===== config.mk =====
export PLATFORM = sky130hd
export DESIGN_NAME = r_return_sched
export DESIGN_NICKNAME = d
export VERILOG_FILES = /design/src/rtl/axi_pkg.sv /design/src/rtl/r_return_sched_pick.sv /design/src/rtl/r_return_sched.sv
export SDC_FILE = /design/constraint.sdc
export NUM_CORES = 1
export LEC_CHECK = 0
export BUFFER_PORTS_ARGS = -buffer_cell sky130_fd_sc_hd__buf_2
export CAP_MARGIN = 5
export CELL_PAD_IN_SITES_DETAIL_PLACEMENT = 1
export CELL_PAD_IN_SITES_GLOBAL_PLACEMENT = 2
export CORE_ASPECT_RATIO = 1.5
export CORE_UTILIZATION = 38
export CTS_CLUSTER_SIZE = 10
export DETAILED_ROUTE_END_ITERATION = 8
export HOLD_SLACK_MARGIN = 0.03
export PLACE_DENSITY = 0.86
export SKIP_LAST_GASP = 1
export SYNTH_ARGS = -nofsm -noshare
export SYNTH_HDL_FRONTEND = slang
export SYNTH_HIERARCHICAL = 1
export SYNTH_SLANG_ARGS = --single-unit
export TNS_END_PERCENT = 50

===== constraint.sdc =====
create_clock -name clk -period 7.05 [get_ports clk]
set_input_delay 1.0575 -clock clk [delete_from_list [all_inputs] [get_ports clk]]
set_output_delay 1.0575 -clock clk [all_outputs]
set_load 0.005 [all_outputs]

===== src/rtl/axi_pkg.sv =====
// Shared definitions for the AXI bridge R-channel return scheduling logic.
package axi_pkg;

  localparam logic [2:0] O_IDLE = 3'd0;
  localparam logic [2:0] O_SD   = 3'd1;
  localparam logic [2:0] O_S0   = 3'd2;
  localparam logic [2:0] O_S1   = 3'd3;
  localparam logic [2:0] O_S2   = 3'd4;
  localparam logic [2:0] O_S3   = 3'd5;
  localparam logic [2:0] O_S4   = 3'd6;
  localparam logic [2:0] O_S5   = 3'd7;

  typedef enum logic {
    IDLE = 1'b0,
    LOCK = 1'b1
  } sched_state_e;

endpackage


===== src/rtl/r_return_sched_pick.sv =====
// Combinational round-robin picker: first requester at or after ptr, wrapping.
module rr_pick #(
  parameter int unsigned N     = 7,
  parameter int unsigned IDX_W = 3
) (
  input  logic [N-1:0]     req,
  input  logic [IDX_W-1:0] ptr,
  output logic [N-1:0]     win,
  output logic [IDX_W-1:0] idx
);

  int unsigned      cand;
  logic [IDX_W-1:0] cand_idx;
  logic             found;

  always_comb begin
    win      = '0;
    idx      = '0;
    found    = 1'b0;
    cand     = 0;
    cand_idx = '0;
    for (int unsigned i = 0; i < N; i++) begin
      cand = 32'(ptr) + i;
      if (cand >= N) cand = cand - N;
      cand_idx = IDX_W'(cand);
      if (!found && req[cand_idx]) begin
        found         = 1'b1;
        win[cand_idx] = 1'b1;
        idx           = cand_idx;
      end
    end
  end

endmodule


===== src/rtl/r_return_sched.sv =====
// Per-master R-channel return scheduler: locks the R mux to one slave until
// its RLAST handshake (or watchdog expiry), then rotates priority.
module r_return_sched
  import axi_pkg::*;
#(
  parameter int unsigned N_SLV  = 7,
  parameter int unsigned SEL_W  = 3,
  parameter int unsigned TO_CYC = 256,
  parameter int unsigned BEAT_W = 8
) (
  input  logic              clk,
  input  logic              rst,
  input  logic [N_SLV-1:0]  req_i,
  input  logic [N_SLV-1:0]  rlast_i,
  input  logic              rready_m_i,
  output logic [N_SLV-1:0]  gnt_o,
  output logic [SEL_W-1:0]  sel_o,
  output logic [N_SLV-1:0]  rready_s_o,
  output logic              rvalid_m_o,
  output logic              busy_o,
  output logic [BEAT_W-1:0] beats_o,
  output logic              to_err_o
);

  localparam int unsigned PTR_W = $clog2(N_SLV);
  localparam int unsigned WD_W  = $clog2(TO_CYC);

  sched_state_e     state;
  logic [PTR_W-1:0] ptr;
  logic [PTR_W-1:0] gidx;
  logic [WD_W-1:0]  wd;

  logic [N_SLV-1:0] pick_win;
  logic [PTR_W-1:0] pick_idx;
  logic [PTR_W-1:0] nxt_ptr;
  logic             hs;
  logic             rel_last;
  logic             rel_to;

  rr_pick #(
    .N     (N_SLV),
    .IDX_W (PTR_W)
  ) u_pick (
    .req (req_i),
    .ptr (ptr),
    .win (pick_win),
    .idx (pick_idx)
  );

  always_comb begin
    hs       = (state == LOCK) && req_i[gidx] && rready_m_i;
    rel_last = hs && rlast_i[gidx];
    // Watchdog only advances while the granted slave has nothing to offer.
    rel_to   = (state == LOCK) && !req_i[gidx] && (wd == WD_W'(TO_CYC - 1));
    nxt_ptr  = (gidx == PTR_W'(N_SLV - 1)) ? '0 : gidx + 1'b1;
  end

  assign rready_s_o = gnt_o & req_i & {N_SLV{rready_m_i}};
  assign rvalid_m_o = |(gnt_o & req_i);
  assign busy_o     = (state == LOCK);

  always_ff @(posedge clk) begin
    if (!rst) begin
      state    <= IDLE;
      gnt_o    <= '0;
      sel_o    <= SEL_W'(O_IDLE);
      ptr      <= '0;
      gidx     <= '0;
      beats_o  <= '0;
      wd       <= '0;
      to_err_o <= 1'b0;
    end else begin
      to_err_o <= 1'b0;
      case (state)
        IDLE: begin
          if (|req_i) begin
            state   <= LOCK;
            gnt_o   <= pick_win;
            sel_o   <= SEL_W'(pick_idx) + SEL_W'(1);
            gidx    <= pick_idx;
            beats_o <= '0;
            wd      <= '0;
          end
        end
        LOCK: begin
          if (rel_last || rel_to) begin
            state    <= IDLE;
            gnt_o    <= '0;
            sel_o    <= SEL_W'(O_IDLE);
            beats_o  <= '0;
            wd       <= '0;
            ptr      <= nxt_ptr;
            to_err_o <= rel_to;
          end else if (hs) begin
            if (beats_o != '1) beats_o <= beats_o + 1'b1;
            wd <= '0;
          end else if (!req_i[gidx]) begin
            wd <= wd + 1'b1;
          end
        end
        default: state <= IDLE;
      endcase
    end
  end

endmodule


==> results.toml <==
[clocking]
clockRootBuffer = "clkbuf_16"
clock-sinks = 34
post_cts_resized = 0
clk_path_buf_depth = 2
clk_latency_ns = 0.28
cts_hold_buf = 0
cts_buffers = 5
cts_tree = "built"
cts_setup_buffers = 0
cts_htree_levels = 2
cts.clk_slew.worst_paths_ns = 0.06

[setup_path]
endpoint_kind = "flop"
critPathTopFamily = "simple AND/OR/NAND/NOR gates"
critPathKind = "flop to flop"
required_ns = 7.22
crit_buf_inv = 2
worstPathMaxFanout = 25
crit_path_top_delay_cell = "ha_1"
crit_chain = "buf_4 -> inv_2 -> ha_1 -> xor2_1 -> a32o_1 -> a22o_1 -> or2_0 -> nand4b_4 -> or4b_1 -> o2111a_1 -> o22ai_1 -> ha_1 -> xor2_1 -> a22o_1"
start_kind = "flop"
slowest_delay_ns = 0.89
arrival_ns = 5.16

[timing]
fin_skew_ns = 0.003920
fmax_mhz = 200.6
final-max-slew-violation-count = 0
worstMarginPinSlew_ns = 1.144
setup_violations = 0
period_needed_ns = 4.984
rsz0062_at_grt = "no"
hold_viol_final = 0
fin_tns_setup_ns = 0
slew_headroom = 0.2312
fin_crit_sh = 0.7069

[floorplan]
start_util = 0.3936
rows = 44
die_w_um = 83.80
core_um2 = 9689
dieHeight_um = 124.7
dieArea_um2 = 10450
io_pins = 45

[global_route]
grt_max_degree = 26
grt_use_total = 0.2739
antenna_found_initial = 0
grt_overflow = 0
grt_pass1_wl_mm = 22.83
grt_pass1_vias = 4226

[routing]
vias = 4045
drc = 0
firstDrtPassIters = 5
vias_per_cell = 6.482
routed_wirelength_mm = 14.26
drtIter0Drc = 204
antenna_left = 0
wl_per_cell_um = 22.84

[placement]
dpl.hpwl_mm = 10.91
port_buffers = 44
gp_congestion = 0.9459

[logic_synthesis]
synth_warnings = 6
netlist_area_um2 = 3814
synth.avg_cell_area_um2 = 7.863
synth-edff-count = 0
synthCells = 485
ys_ff_latch = 34
ys_seq_area_frac = 0.1785
synthFlopType = "dfxtp_1"
syn_nets = 517
synth.distinct_cells = 88
synthArstFlopShare = 0

[finish]
drive_gt1_frac = 0.1788
final_util = 0.4314
layout.nets = 540
antenna_cells = 0
syn_to_final_growth_pct = 9.613
fillers = 1231

[status]
outcome = "complete, no violations"

[min_path]
hold_path_class = "flop to flop"

[run]
drv_cap = 0

[power]
irDropWorstVdd_mv = 0.2291
p_leak_nw = 1.700
p_per_area_nw_per_um2 = 306.7
p_total_mw = 1.282
## cell usage in the layout, fill, tap and decap left out, types with 5 or more instances in the layout
| cell | instances |
|---|---|
| a32oi_1 | 6 |
| mux2_2 | 5 |
| nand2_1 | 35 |
| a21oi_1 | 22 |
| nor2b_1 | 12 |
| ha_1 | 14 |
| nor2_1 | 32 |
| o21ai_0 | 17 |
| mux2i_1 | 23 |
| o31ai_1 | 5 |
| or4_1 | 11 |
| and3_1 | 15 |
| dfxtp_1 | 34 |
| buf_2 | 44 |
| nor4_1 | 9 |
| nand3_1 | 20 |
| clkbuf_16 | 5 |
| nand2b_1 | 5 |
| inv_1 | 17 |
| or3_1 | 7 |
| o211ai_1 | 5 |
| nor3_1 | 20 |
| a22o_1 | 14 |
| xor2_1 | 5 |
| o22ai_1 | 8 |
| nand4_1 | 7 |
| xnor2_1 | 9 |
## cell type report
class | count | area, um^2 | share of cell area
clock inverter | 2 | 12.51 | 0.002993
inverter | 19 | 71.32 | 0.01706
multi-input combinational | 401 | 2890 | 0.6914
clock buffer | 6 | 138.9 | 0.03322
timing repair buffer | 47 | 242.7 | 0.05807
sequential | 34 | 680.7 | 0.1628
tap | 115 | 143.9 | 0.03442
## worst paths after layout
check	from	endpoint	slack [ns]	cells past startpoint
worst max-delay path	ptr[0]	sel_o[2]	2.07	14
worst min-delay path	wd[1]	wd[1]	0.50	2
worst max register to register	ptr[0]	sel_o[2]	2.07	14
worst min register to register	wd[1]	wd[1]	0.50	2
## tightest hold or removal path, cell delays in order (launching register included)
cell and delay, ns:
dfxtp_1 0.32, nand2_1 0.06, o22ai_1 0.07
## stage by stage
stage	hold slack [ns]	setup WS (ns)	std cells	instance area (um^2)
6_report	0.4951	2.066	624	4180
5_1_grt	0.5255	1.826	624	4180
4_1_cts	0.4985	2.152	624	4180
3_5_place_dp	0.4906	2.183	616	4029
3_3_place_gp	0.4778	2.362	616	4029
2_1_floorplan	0.4587	3.019	485	3814
## Yosys cell counts (4+ instances only)
cell,number,area (um^2)
nand2_1,35,131.4
dfxtp_1,34,680.7
nor2_1,32,120.1
mux2i_1,23,230.2
a21oi_1,22,110.1
nand3_1,20,100.1
nor3_1,20,100.1
inv_1,17,63.81
o21ai_0,17,85.08
and3_1,15,93.84
a22o_1,14,122.6
clkbuf_1,14,52.55
ha_1,14,175.2
nor2b_1,12,75.07
or4_1,11,82.58
nor4_1,9,56.30
xnor2_1,9,78.83
buf_2,8,40.04
o22ai_1,8,50.05
nand4_1,7,43.79
or3_1,7,43.79
a32oi_1,6,52.55
buf_6,5,56.30
mux2_2,5,56.30
nand2b_1,5,31.28
o211ai_1,5,37.54
o31ai_1,5,37.54
xor2_1,5,43.79
a22oi_1,4,30.03
a31oi_1,4,25.02
nand3b_1,4,30.03
o32ai_1,4,35.03
## flip-flops by register name (all words and copies together), names as in the netlist
register / flops
busy_o: 1
ptr: 3
gnt_o: 7
wd: 8
beats_o: 8
sel_o: 3
to_err_o: 1
gidx: 3
## where the power goes
group	total (mW)	internal, mW	switching [mW]
Sequential	0.267	0.220	0.0476
Combinational	0.789	0.294	0.495
Clock	0.226	0.140	0.0857
## cells by family (layout without fill, tap and decap cells)
kind of cell / Yosys count / count (layout) / synth area share
muxes: 32 / 32 / 0.09678
and+or+nand+nor: 206 / 206 / 0.3068
adders and majority gates: 15 / 15 / 0.05118
buffers and inverters: 50 / 74 / 0.06364
xor gates and xnor gates: 14 / 14 / 0.03215
DFF: 34 / 34 / 0.1785
AOI/OAI and AO/OA: 134 / 134 / 0.2710
## routing by layer
metal	vias to the layer above	track usage	share of wire
met4	0	0.1466	0.046
met2	110	0.5146	0.54
met1	1979	0.2951	0.39
li1	1914	-	-
met3	42	0.02651	0.030
met5	-	0	0
Power figures use the tool's default switching activity.
